`config.mk`:
```
export PLATFORM = sky130hd
export DESIGN_NAME = mult_req_sequencer_flat
export DESIGN_NICKNAME = d
export VERILOG_FILES = /design/src/rtl/mult_req_sequencer_pkg.sv /design/src/rtl/mult_req_sequencer_if.sv /design/src/rtl/mult_timeout_counter.sv /design/src/rtl/mult_req_sequencer.sv /design/src/flat_wrapper.sv
export SDC_FILE = /design/constraint.sdc
export NUM_CORES = 1
export LEC_CHECK = 0
export BUFFER_PORTS_ARGS = -buffer_cell sky130_fd_sc_hd__buf_4
export CAP_MARGIN = 20
export CORE_MARGIN = 2
export CORE_UTILIZATION = 45
export CTS_CLUSTER_SIZE = 8
export DETAILED_ROUTE_END_ITERATION = 8
export GPL_TIMING_DRIVEN = 0
export PLACE_DENSITY = 0.84
export SLEW_MARGIN = 20
export SYNTH_ARGS = -nofsm -noshare
export SYNTH_HDL_FRONTEND = slang
export SYNTH_SLANG_ARGS = --single-unit
export TNS_END_PERCENT = 30
```
`constraint.sdc`:
```
create_clock -name i_clk -period 5.1 [get_ports i_clk]
set_clock_uncertainty 0.2 [all_clocks]
set_input_delay 0.51 -clock i_clk [delete_from_list [all_inputs] [get_ports i_clk]]
set_output_delay 0.51 -clock i_clk [all_outputs]
set_load 0.01 [all_outputs]
```
`src/rtl/mult_req_sequencer_pkg.sv`:
```
// Shared definitions for the multiplier request sequencer: default sizes and
// the sequencer FSM state encoding.
package mult_req_sequencer_pkg;

  localparam int MULT_WIDTH   = 32;
  localparam int MULT_TIMEOUT = 200;
  localparam int MULT_CNT_W   = 8;

  typedef enum logic [1:0] {
    ST_IDLE  = 2'd0,
    ST_START = 2'd1,
    ST_WAIT  = 2'd2,
    ST_HOLD  = 2'd3
  } seq_state_e;

endpackage

```
`src/rtl/mult_req_sequencer_if.sv`:
```
// Handshake bundle around the sequencer: upstream operand channel, multiplier
// launch/result channel and downstream product channel. Names keep the
// direction as seen by the sequencer itself.
interface mult_req_sequencer_if
  import mult_req_sequencer_pkg::*;
#(
  parameter int WIDTH = MULT_WIDTH
);

  // upstream operands
  logic               i_valid;
  logic               o_ready;
  logic [WIDTH-1:0]   i_a;
  logic [WIDTH-1:0]   i_b;
  // multiplier side
  logic               o_mul_start;
  logic [WIDTH-1:0]   o_mul_a;
  logic [WIDTH-1:0]   o_mul_b;
  logic               i_mul_done;
  logic [2*WIDTH-1:0] i_mul_product;
  // downstream product
  logic               o_valid;
  logic               i_ready;
  logic [2*WIDTH-1:0] o_product;
  logic               o_error;

  // sequencer view
  modport slave (
    input  i_valid, i_a, i_b, i_mul_done, i_mul_product, i_ready,
    output o_ready, o_mul_start, o_mul_a, o_mul_b, o_valid, o_product, o_error
  );

  // environment view (upstream source, multiplier, downstream sink)
  modport master (
    output i_valid, i_a, i_b, i_mul_done, i_mul_product, i_ready,
    input  o_ready, o_mul_start, o_mul_a, o_mul_b, o_valid, o_product, o_error
  );

endinterface

```
`src/rtl/mult_timeout_counter.sv`:
```
// Watchdog counter for the multiplier wait: cleared on launch, counts while
// enabled, flags expiry when it sits on TIMEOUT-1.
module mult_timeout_counter #(
  parameter int TIMEOUT = 200,
  parameter int CNT_W   = 8
) (
  input  logic i_clk,
  input  logic i_rst,
  input  logic i_clr,
  input  logic i_en,
  output logic o_expired
);

  logic [CNT_W-1:0] cnt;

  // clear has priority so a fresh launch always starts counting from zero
  always_ff @(posedge i_clk or posedge i_rst) begin
    if (i_rst)      cnt <= '0;
    else if (i_clr) cnt <= '0;
    else if (i_en)  cnt <= cnt + 1'b1;
  end

  assign o_expired = (cnt == CNT_W'(TIMEOUT - 1));

endmodule

```
`src/rtl/mult_req_sequencer.sv`:
```
// Valid/ready front/back end for the sequential multiplier: captures one
// operand pair, fires a single start pulse, waits (with watchdog) for done
// and holds the product until downstream takes it. One op in flight at most.
module mult_req_sequencer
  import mult_req_sequencer_pkg::*;
#(
  parameter int WIDTH   = MULT_WIDTH,
  parameter int TIMEOUT = MULT_TIMEOUT,
  parameter int CNT_W   = MULT_CNT_W
) (
  input  logic                 i_clk,
  input  logic                 i_rst,
  mult_req_sequencer_if.slave  bus
);

  seq_state_e state;
  logic       wd_clr;
  logic       wd_en;
  logic       wd_expired;

  // watchdog is zeroed during the launch cycle and runs only while waiting
  assign wd_clr = (state == ST_START);
  assign wd_en  = (state == ST_WAIT);

  mult_timeout_counter #(
    .TIMEOUT (TIMEOUT),
    .CNT_W   (CNT_W)
  ) u_wd (
    .i_clk     (i_clk),
    .i_rst     (i_rst),
    .i_clr     (wd_clr),
    .i_en      (wd_en),
    .o_expired (wd_expired)
  );

  // sequencer FSM with all handshake outputs registered
  always_ff @(posedge i_clk or posedge i_rst) begin
    if (i_rst) begin
      state           <= ST_IDLE;
      bus.o_ready     <= 1'b1;
      bus.o_mul_start <= 1'b0;
      bus.o_mul_a     <= '0;
      bus.o_mul_b     <= '0;
      bus.o_valid     <= 1'b0;
      bus.o_product   <= '0;
      bus.o_error     <= 1'b0;
    end else begin
      case (state)
        ST_IDLE: begin
          if (bus.i_valid && bus.o_ready) begin
            bus.o_mul_a     <= bus.i_a;
            bus.o_mul_b     <= bus.i_b;
            bus.o_ready     <= 1'b0;
            bus.o_mul_start <= 1'b1;
            state           <= ST_START;
          end
        end
        // start is high for exactly this cycle; a done seen now is stale
        ST_START: begin
          bus.o_mul_start <= 1'b0;
          state           <= ST_WAIT;
        end
        // done takes priority over a watchdog expiry in the same cycle
        ST_WAIT: begin
          if (bus.i_mul_done) begin
            bus.o_product <= bus.i_mul_product;
            bus.o_error   <= 1'b0;
            bus.o_valid   <= 1'b1;
            state         <= ST_HOLD;
          end else if (wd_expired) begin
            bus.o_product <= '0;
            bus.o_error   <= 1'b1;
            bus.o_valid   <= 1'b1;
            state         <= ST_HOLD;
          end
        end
        ST_HOLD: begin
          if (bus.i_ready) begin
            bus.o_valid <= 1'b0;
            bus.o_ready <= 1'b1;
            state       <= ST_IDLE;
          end
        end
        default: state <= ST_IDLE;
      endcase
    end
  end

endmodule
```
`src/flat_wrapper.sv`:
```
// flat-port wrapper written by rule: the top's interface ports become plain ports
module mult_req_sequencer_flat import mult_req_sequencer_pkg::*;
#(
  parameter int WIDTH   = MULT_WIDTH,
  parameter int TIMEOUT = MULT_TIMEOUT,
  parameter int CNT_W   = MULT_CNT_W
)
  (i_clk, i_rst, bus_i_valid, bus_i_a, bus_i_b, bus_i_mul_done, bus_i_mul_product, bus_i_ready, bus_o_ready, bus_o_mul_start, bus_o_mul_a, bus_o_mul_b, bus_o_valid, bus_o_product, bus_o_error);
  mult_req_sequencer_if #(.WIDTH(WIDTH)) bus_i ();
  input  logic i_clk;
  input  logic i_rst;
  input wire logic [$bits(bus_i.i_valid)-1:0] bus_i_valid;
  input wire logic [$bits(bus_i.i_a)-1:0] bus_i_a;
  input wire logic [$bits(bus_i.i_b)-1:0] bus_i_b;
  input wire logic [$bits(bus_i.i_mul_done)-1:0] bus_i_mul_done;
  input wire logic [$bits(bus_i.i_mul_product)-1:0] bus_i_mul_product;
  input wire logic [$bits(bus_i.i_ready)-1:0] bus_i_ready;
  output wire logic [$bits(bus_i.o_ready)-1:0] bus_o_ready;
  output wire logic [$bits(bus_i.o_mul_start)-1:0] bus_o_mul_start;
  output wire logic [$bits(bus_i.o_mul_a)-1:0] bus_o_mul_a;
  output wire logic [$bits(bus_i.o_mul_b)-1:0] bus_o_mul_b;
  output wire logic [$bits(bus_i.o_valid)-1:0] bus_o_valid;
  output wire logic [$bits(bus_i.o_product)-1:0] bus_o_product;
  output wire logic [$bits(bus_i.o_error)-1:0] bus_o_error;
  assign bus_i.i_valid = bus_i_valid;
  assign bus_i.i_a = bus_i_a;
  assign bus_i.i_b = bus_i_b;
  assign bus_i.i_mul_done = bus_i_mul_done;
  assign bus_i.i_mul_product = bus_i_mul_product;
  assign bus_i.i_ready = bus_i_ready;
  assign bus_o_ready = bus_i.o_ready;
  assign bus_o_mul_start = bus_i.o_mul_start;
  assign bus_o_mul_a = bus_i.o_mul_a;
  assign bus_o_mul_b = bus_i.o_mul_b;
  assign bus_o_valid = bus_i.o_valid;
  assign bus_o_product = bus_i.o_product;
  assign bus_o_error = bus_i.o_error;
  mult_req_sequencer #(.WIDTH(WIDTH), .TIMEOUT(TIMEOUT), .CNT_W(CNT_W)) u_core (.i_clk(i_clk), .i_rst(i_rst), .bus(bus_i));
endmodule
```
==> summary.txt, run 1 <==
Status
  • Run status: complete, no violations

Placed design
  • IO Port Bufs: around 260
  • Place WS: slightly below 3000 ps
  • Inst Count DP: roughly 950
  • HPWL after DPL: ~13000 um
  • RePlAce Congestion: 0.855

Worst setup path
  • CP max FO: 10
  • WP data required: 5190 ps
  • Critical path endpoint: u_core.bus.o_product[1]$_DFFE_PP0P_
  • Startpoint Class: flip-flop
  • Worst setup path start: u_core.state[0]$_DFFE_PP0P_
  • FF-to-FF End: u_core.bus.o_product[1]$_DFFE_PP0P_
  • R2R setup slack: 2860 ps
  • Critical path arrival: 2330 ps
  • Crit path kind: reg -> reg
  • Worst setup EP type: flip-flop
  • Worst reg2reg startpoint: u_core.state[0]$_DFFE_PP0P_
  • R2r worst-path depth: 7

Synthesis
  • Synth warn: 0
  • XOR/XNOR Fraction of Synth Area: 0%
  • Main flop type after synthesis: dfrtp_1
  • Post-synthesis register bit count: 142
  • Top-area cell type share of the netlist area: between 50% and 60%
  • Post-synth EDFFs: 0
  • Avg Inst Size Synth: about 12 um^2
  • Multiplexer share of the synthesized area: roughly an eighth
  • Post-synth ARST share: 100%
  • Post-synthesis instance total: ~510
  • Net Count, Synth: about 650
  • Post-Syn Area: 0.00602 mm^2
  • Leading area contributor after synthesis: dfrtp_1
  • Compound-Gate Fraction of Synth Area: 17.0%
  • Seq/Total Area, Yosys: slightly below 60%
  • Top post-synthesis cells by area: dfrtp_1, mux2_2, a22oi_1
  • Post-Synth Simple-Gate Area: roughly 6.9%
  • Combinational family with the most area after synthesis: compound AO/OA/AOI/OAI gates
  • Post-synthesis adder-cell area fraction: under 10%
  • Yosys cell types: 44

Power
  • Leak Pwr: between 4 and 5 nW
  • Power Density: around 280 mW/mm^2
  • Maximum VDD drop: roughly 0.16 mV

Worst hold path
  • Hold Crit Class: in -> reg

Layout
  • Fin nets: between 900 and 1000
  • Synth-to-Final Area Change: 47.6%
  • Most frequent cells in the layout: buf_4, dfrtp_1, nand2_1
  • Share of post-route cells with drive strength above 1: 47.6%
  • Fin util: between 60 and 70%
  • Non-filler cells, final: around 1000
  • Commonest non-fill, non-tap cell in the layout: buf_4

CTS
  • Root Buffer: clkbuf_16
  • Cts repair resizes: 0
  • CTS Buf Count: 17
  • Clock latency on the worst-skew pair: 410 ps
  • TritonCTS clock tree: built
  • CTS Sinks: ~140
  • Reg clk slew, reported paths: 60 ps
  • H-tree Lvls: 4
  • Clk buf depth: 2

Global routing
  • Pin count of the biggest net entering global routing: 77
  • Global Route Usage Sum: between 20% and 30%
  • GRT overflow: 0
  • Initial antenna violation count: 1
  • Number of global-route vias before repair: approximately 5300
  • First-pass GRT wire length: approximately 27000 um

Floorplanning
  • Die area: about 0.014 mm^2
  • Total core area: about 0.013 mm^2
  • DIE WIDTH: approximately 120 um
  • Site Rows: 42
  • Ports: 265
  • Die Y-Extent: between 100 and 150 um
  • Starting Density: between 40 and 50%

STA
  • Final WS setup: between 2000 and 3000 ps
  • Endpoints failing setup: 0
  • Final TNS setup: 0 ps
  • Worst slew margin: around two thirds
  • Post-layout minimum cycle time: 2240 ps
  • Max frequency: roughly 0.45 GHz
  • RSZ-0062 raised after global routing: no
  • Hold slack: 109 ps
  • Final Slew Violations: 0
  • Final Hold Viols: 0
  • Worst-margin pin slew: between 400 and 500 ps
  • Tcrit/Tclk final: 43.9%

Route
  • Wirelength per Cell: 17.9 um
  • Iteration-0 DRC Markers: about 370
  • Routed WL: about 18000 um
  • Remaining routing DRC violations: 0
  • Post-route ant nets: 0
  • Routed vias: ~5200
  • Vias/cell: roughly 5.3
  • Pre-antenna DRT Iters: 5

Job
  • Max-cap violation count: 0
layer usage:
layer  global-route usage (%)  vias up  wire [um]
met5                        0        -          0
met4                     12.3        0        599
met3                     5.94       42        957
met2                     42.1      206       9260
met1                     27.6     2554       6740
li1                         -     2406          -
cell families after synthesis:
logic type | count (synthesis)
buf+inv | 45
fa+ha+maj | 5
simple gates | 91
mux | 65
flops | 142
compound gates | 159
area by class of cell:
cell class                      instances  area (um^2)
Timing Repair Buffer                  266         2020
Inverter                                9         41.3
Tap cell                              176          220
Multi-Input combinational cell        320         2230
Sequential cell                       142         3550
Antenna cell                            1         2.50
Clock inverter                         10          139
Fill cell                             957         4260
Buffer                                 36          200
Clock buffer                           22          474
what timing repair did:
action                    in CTS  in global routing
setup buffers                  0                  0
hold endpoints to repair      65                  0
hold buffers                   1                  0
registers in the layout, summed over array words and instances, names as in the netlist:
register,cells
u_core.bus.o_product,64
u_core.bus.o_mul_a,32
u_core.bus.o_mul_b,32
u_core.u_wd.cnt,8
u_core.state,2
u_core.bus.o_error,1
u_core.bus.o_mul_start,1
u_core.bus.o_ready,1
u_core.bus.o_valid,1
worst max-delay path, cell delays in order, from the launching register on:
cell	delay (ps)
dfrtp_1	420
inv_1	130
ha_1	310
and2_1	160
buf_2	230
clkbuf_1	400
a22oi_1	120
o21ai_0	160
where the power goes:
part,leakage (nW),switching (mW),internal (mW)
sequential,1.98,0,1.13
combinational,2.26,0.0496,0.0684
clock,0.288,0.458,0.807
total,4.53,0.508,2.00
cell usage after synthesis (3+ instances only):
cell / count
dfrtp_1: 141
nand2_1: 69
a22oi_1: 66
mux2_2: 64
o21ai_0: 62
clkbuf_1: 16
buf_2: 10
o21ai_1: 10
inv_1: 9
buf_6: 7
ha_1: 5
a21oi_1: 3
buf_1: 3
nand2b_1: 3
nand3_1: 3
stage by stage:
stage | power (mW) | area, um^2
6_report | 2.51 | 8880
3_3_place_gp | 1.26 | 8220
5_1_grt | 2.59 | 8880
3_5_place_dp | 1.27 | 8260
2_1_floorplan | 1.17 | 6020
4_1_cts | 2.53 | 8880
worst min path at each step:
| stage | from | to | slack [ps] | cells after the start |
|---|---|---|---|---|
| 4_1_cts | bus_i_mul_done | u_core.bus.o_error$_DFFE_PP0P_ | 90 | 2 |
| 3_3_place_gp | u_core.bus.o_mul_b[7]$_DFFE_PP0P_ | u_core.bus.o_mul_b[7]$_DFFE_PP0P_ | 290 | 1 |
| 6_report | bus_i_mul_done | u_core.bus.o_error$_DFFE_PP0P_ | 110 | 2 |
| 5_1_grt | bus_i_mul_done | u_core.bus.o_error$_DFFE_PP0P_ | 100 | 2 |
| 2_1_floorplan | u_core.u_wd.cnt[3]$_DFFE_PP0P_ | u_core.u_wd.cnt[3]$_DFFE_PP0P_ | 280 | 1 |
| 3_5_place_dp | u_core.bus.o_mul_a[22]$_DFFE_PP0P_ | u_core.bus.o_mul_a[22]$_DFFE_PP0P_ | 290 | 1 |
Note: power is estimated with default switching activity, not from simulation.
==> run 2: changes to the inputs <==
clock period = 2.2 ns   (was 5.1 ns; I/O delays follow)
==> run 2 against run 1 <==
Net effect:
- via count grew 21%
- critical path depth shrank 2
- fmax grew 5.9%
- final cell count grew 14%
- count of clock-buffer cells in the layout shrank 4
- first-iteration DRC count grew 32%
- non-clock buffer count grew 135
==> summary.txt, run 2 (same netlist as run 1, synthesis figures left out) <==
Status
  • Run status: complete, no violations

CTS
  • TritonCTS clock tree: built
  • Post-CTS Setup Inserts: 0
  • Root Buffer: clkbuf_16
  • Clock latency on the worst-skew pair: roughly 430 ps
  • CTS Sinks: 142
  • CTS Buf Count: 17
  • Clk buf depth: 2
  • H-tree Lvls: 4
  • Reg clk slew, reported paths: 70 ps

Global routing
  • Global Route Usage Sum: approximately a third
  • GRT overflow: 0
  • First-pass GRT wire length: between 30000 and 40000 um
  • Initial antenna violation count: 2
  • Number of global-route vias before repair: 6674
  • Pin count of the biggest net entering global routing: 37

Floorplanning
  • Ports: roughly 270
  • Site Rows: 42
  • Die Y-Extent: 120 um
  • Total core area: roughly 0.013 mm^2
  • Die area: between 0.01 and 0.015 mm^2
  • Starting Density: between 40% and 50%
  • DIE WIDTH: roughly 120 um

Worst setup path
  • Critical path arrival: 2220 ps
  • Startpoint Class: flip-flop
  • WP data required: ~2300 ps
  • Critical path endpoint: u_core.bus.o_mul_a[30]$_DFFE_PP0P_
  • FF-to-FF End: u_core.bus.o_mul_a[30]$_DFFE_PP0P_
  • R2r worst-path depth: 5
  • Worst setup EP type: flip-flop
  • CP max FO: 10
  • Crit path kind: reg -> reg
  • R2R setup slack: roughly 85 ps
  • Worst setup path start: u_core.state[1]$_DFFE_PP0P_
  • Worst reg2reg startpoint: u_core.state[1]$_DFFE_PP0P_

Route
  • Pre-antenna DRT Iters: 5
  • Met3 WL post-DR: ~1500 um
  • Iteration-0 DRC Markers: 490
  • Remaining routing DRC violations: 0
  • Top Metal Used: met4
  • Post-route ant nets: 0
  • Routed vias: 6305
  • Wirelength per Cell: between 20 and 25 um
  • WL met1: 8560 um
  • WL met2: between 10000 and 15000 um
  • Routed WL: about 24000 um
  • Vias/cell: 5.64

Worst hold path
  • Hold Crit Class: in -> async

STA
  • Hold slack: around 120 ps
  • Endpoints failing setup: 0
  • Post-layout minimum cycle time: 2120 ps
  • Final Hold Viols: 0
  • Tcrit/Tclk final: a little over nine tenths
  • Worst slew margin: around two thirds
  • Worst-margin pin slew: between 500 and 600 ps
  • Final TNS setup: 0 ps
  • Final Slew Violations: 0
  • RSZ-0062 raised after global routing: yes
  • Max frequency: 0.473 GHz
  • Final WS setup: 84.7 ps

Layout
  • Non-filler cells, final: roughly 1100
  • Largest register FFs: between 60 and 70
  • Final instance area: slightly above 0.01 mm^2
  • Share of post-route cells with drive strength above 1: between 40% and 50%
  • Most frequent cells in the layout: buf_4, dfrtp_1, dlygate4sd3_1
  • Commonest non-fill, non-tap cell in the layout: buf_4
  • Synth-to-Final Area Change: 71.3%
  • Fin nets: 1065
  • Biggest regs: u_core.bus.o_product (64), u_core.bus.o_mul_a (32), u_core.bus.o_mul_b (32)
  • Largest reg by FF count: u_core.bus.o_product
  • Fin util: between 70% and 80%

Placed design
  • HPWL after DPL: 13400 um
  • Placed inst area: 0.00831 mm^2
  • Place WS: -8.82 ps
  • RePlAce Congestion: slightly above 0.8
  • Inst Count DP: around 950
  • IO Port Bufs: about 260

Job
  • Max-cap violation count: 0

Power
  • Power Density: ~610 mW/mm^2
  • Leak Pwr: around 5.1 nW
  • Maximum VDD drop: around 0.48 mV
  • Total Power: about 6.2 mW
## run 2: cell types whose count changed in the layout (fill, tap and decap cells not counted), sizes merged
cell / change
buf: +1
bufinv: +1
clkinv: +1
clkinvlp: +3
diode: +1
inv: -1
clkbuf: -2
dlygate4sd3: +132
## run 2: worst max-delay path, stage by stage, from the launching register on
cell and delay (ps):
dfrtp_1 460, inv_1 100, ha_1 290, nand3_4 210, buf_2 310, mux2_2 410
## run 2: what timing repair did
item | 4_1_cts | 5_1_grt
resized for setup | 3 | 13
hold buffers | 133 | 0
hold endpoints to repair | 203 | 0
setup endpoints to repair | 12 | 74
## run 2: worst min-delay path by stage
stage,slack (ps),cells past startpoint,end
5_1_grt,140,3,u_core.bus.o_mul_b[13]$_DFFE_PP0P_
2_1_floorplan,110,1,u_core.bus.o_error$_DFFE_PP0P_
3_5_place_dp,-5,2,u_core.bus.o_mul_b[9]$_DFFE_PP0P_
4_1_cts,100,3,u_core.bus.o_product[41]$_DFFE_PP0P_
6_report,120,3,u_core.bus.o_mul_b[10]$_DFFE_PP0P_
3_3_place_gp,230,2,u_core.bus.o_error$_DFFE_PP0P_
## run 2: layer usage
layer / global-route usage [%] / up-vias
met2: 61.2 / 386
met3: 7.41 / 119
met5: 0 / -
li1: - / 2684
met1: 36.5 / 3116
met4: 22.9 / 0
## run 2: layout make-up
type | instances | area [um^2]
clock buffers | 18 | 439
fillers | 742 | 2830
multi-input cells | 320 | 2260
plain buffers | 36 | 210
inverters | 9 | 37.5
clock inverters | 14 | 193
well taps | 176 | 220
flip-flops and latches | 142 | 3550
diodes | 2 | 5.00
repair buffers | 401 | 3390
## run 2: power breakdown
group / internal, mW / leakage, nW / switching, mW
Clock: 1.92 / 0.290 / 1.19
Sequential: 2.61 / 1.98 / 0
Combinational: 0.320 / 2.86 / 0.186
Total: 4.86 / 5.14 / 1.38
==> run 3: changes to the inputs <==
CORE_UTILIZATION = 47   (was 45)
MAX_ROUTING_LAYER = met4   (was unset)
PLACE_DENSITY = 0.87   (was 0.84)
==> run 3 against run 2 <==
Net effect:
- non-clock buffer count increased by 1
- wire length decreased by 2.9%
- critical endpoint is now u_core.bus.o_product[23]$_DFFE_PP0P_
- global-route usage increased by 1.3 points
- combinational power increased by 1%
==> summary.txt, run 3 (same netlist as run 1, synthesis figures left out) <==
Status
  • Run status: complete, no violations

Job
  • Max-cap violation count: 0

Route
  • Remaining routing DRC violations: 0
  • Vias/cell: 5.62
  • Post-route ant nets: 0
  • Routed WL: ~24000 um
  • Wirelength per Cell: between 20 and 25 um
  • Pre-antenna DRT Iters: 5
  • Iteration-0 DRC Markers: a little over 400
  • Routed vias: 6258

Floorplanning
  • Site Rows: between 40 and 50
  • Die area: approximately 0.014 mm^2
  • Ports: roughly 270
  • Die Y-Extent: roughly 120 um
  • Starting Density: a little under half
  • Total core area: 0.0126 mm^2
  • DIE WIDTH: between 100 and 150 um

CTS
  • CTS Buf Count: 17
  • Clk buf depth: 2
  • Root Buffer: clkbuf_16
  • CTS Sinks: 142
  • TritonCTS clock tree: built
  • Clock latency on the worst-skew pair: 410 ps
  • H-tree Lvls: 4
  • Reg clk slew, reported paths: about 60 ps

Layout
  • Biggest regs: u_core.bus.o_product (64), u_core.bus.o_mul_a (32), u_core.bus.o_mul_b (32)
  • Fillers: 686
  • Synth-to-Final Area Change: 71.6%
  • Largest reg by FF count: u_core.bus.o_product
  • Most frequent cells in the layout: buf_4, dfrtp_1, dlygate4sd3_1
  • Largest register FFs: 64
  • Share of post-route cells with drive strength above 1: between 40% and 50%
  • Commonest non-fill, non-tap cell in the layout: buf_4
  • Fin nets: around 1100

STA
  • Final WS setup: ~80 ps
  • Endpoints failing setup: 0
  • Tcrit/Tclk final: between 90% and 100%
  • Worst-margin pin slew: between 500 and 600 ps
  • Final Hold Viols: 0
  • Worst slew margin: roughly 66%
  • Post-layout minimum cycle time: 2120 ps
  • Max frequency: around 0.47 GHz
  • Final Slew Violations: 0

Worst setup path
  • Startpoint Class: flip-flop
  • Cell class contributing the biggest share of worst-path delay: buffers and inverters
  • Cells along the critical path: inv_1, ha_2, and2_1, buf_2, clkbuf_2, a22oi_1, o21ai_0
  • Slowest stage cell, crit path: dfrtp_1
  • Crit path kind: reg -> reg
  • Largest stage delay on the critical path: 410 ps
  • Worst setup EP type: flip-flop
  • Critical path arrival: between 2000 and 2500 ps
  • WP data required: between 2000 and 2500 ps
  • CP max FO: 10
  • CP bufs+invs: 3

Power
  • Power Density: between 600 and 700 mW/mm^2
  • Maximum VDD drop: around 0.5 mV
  • Total Power: 6.22 mW
  • Leak Pwr: roughly 5.2 nW

Global routing
  • Initial antenna violation count: 0
  • First-pass GRT wire length: 35400 um
  • Pin count of the biggest net entering global routing: 32
  • Global Route Usage Sum: around 36%
  • GRT overflow: 0
  • Number of global-route vias before repair: 6613

Placed design
  • Place WS: -37.0 ps
  • HPWL after DPL: between 10000 and 15000 um
  • RePlAce Congestion: around 0.8
  • IO Port Bufs: about 260

Worst hold path
  • Hold Crit Class: in -> async
run 3: tightest hold or removal path, cell delays in order:
cell	delay, ps
dlygate4sd3_1	560
buf_4	150
clkinvlp_4	320
run 3: timing repair:
item,CTS,global route
gates cloned,0,0
gates resized for setup,3,17
setup endpoints to repair,9,117
setup buffers,0,0
hold buffers,133,0
hold endpoints to repair,187,0
run 3: path summary, 6_finish.rpt:
path / start / end / slack (ps) / depth (start not counted)
max: u_core.state[0]$_DFFE_PP0P_ / u_core.bus.o_product[23]$_DFFE_PP0P_ / 80 / 7
min: i_rst / u_core.bus.o_mul_b[3]$_DFFE_PP0P_ / 220 / 3
max reg2reg: u_core.state[0]$_DFFE_PP0P_ / u_core.bus.o_product[23]$_DFFE_PP0P_ / 80 / 7
min reg2reg: u_core.bus.o_mul_b[13]$_DFFE_PP0P_ / u_core.bus.o_mul_b[13]$_DFFE_PP0P_ / 310 / 1
max in group asynchronous: i_rst / u_core.u_wd.cnt[6]$_DFFE_PP0P_ / 650 / 6
min in group i_clk: u_core.bus.o_mul_b[13]$_DFFE_PP0P_ / u_core.bus.o_mul_b[13]$_DFFE_PP0P_ / 310 / 1
run 3: cell type report:
| type | instances | area [um^2] | area share, % |
|---|---|---|---|
| multi-input combinational | 320 | 2250 | 21.8 |
| buffer | 36 | 213 | 2.06 |
| inverter | 9 | 37.5 | 0.363 |
| tap | 172 | 215 | 2.08 |
| clock buffer | 25 | 495 | 4.80 |
| antenna | 1 | 2.50 | 0.0242 |
| sequential | 142 | 3550 | 34.4 |
| clock inverter | 6 | 130 | 1.26 |
| timing repair buffer | 402 | 3430 | 33.2 |
run 3: stage by stage:
step	utilization, %	hold slack [ps]	cell area (um^2)	cells	TNS [ps]
2_1_floorplan	-	109	6020	507	0
3_3_place_gp	65.4	231	8220	943	-102910
6_report	82.2	222	10300	1113	0
4_1_cts	81.9	191	10300	1112	0
3_5_place_dp	66.3	58.2	8340	948	-44.2
5_1_grt	82.2	257	10300	1112	-50.4
run 3: layer usage:
| metal | vias to the layer above | share of wire, % | GRT usage [%] |
|---|---|---|---|
| met1 | 3097 | 35 | 37.5 |
| met5 | - | 0 | - |
| li1 | 2684 | - | - |
| met4 | 0 | 5.4 | 22.0 |
| met3 | 126 | 6.3 | 7.42 |
| met2 | 351 | 53 | 61.3 |
run 3: power breakdown:
group / switching (mW) / internal, mW
clock: 1.09 / 2.01
sequential: 0 / 2.61
combinational: 0.185 / 0.327
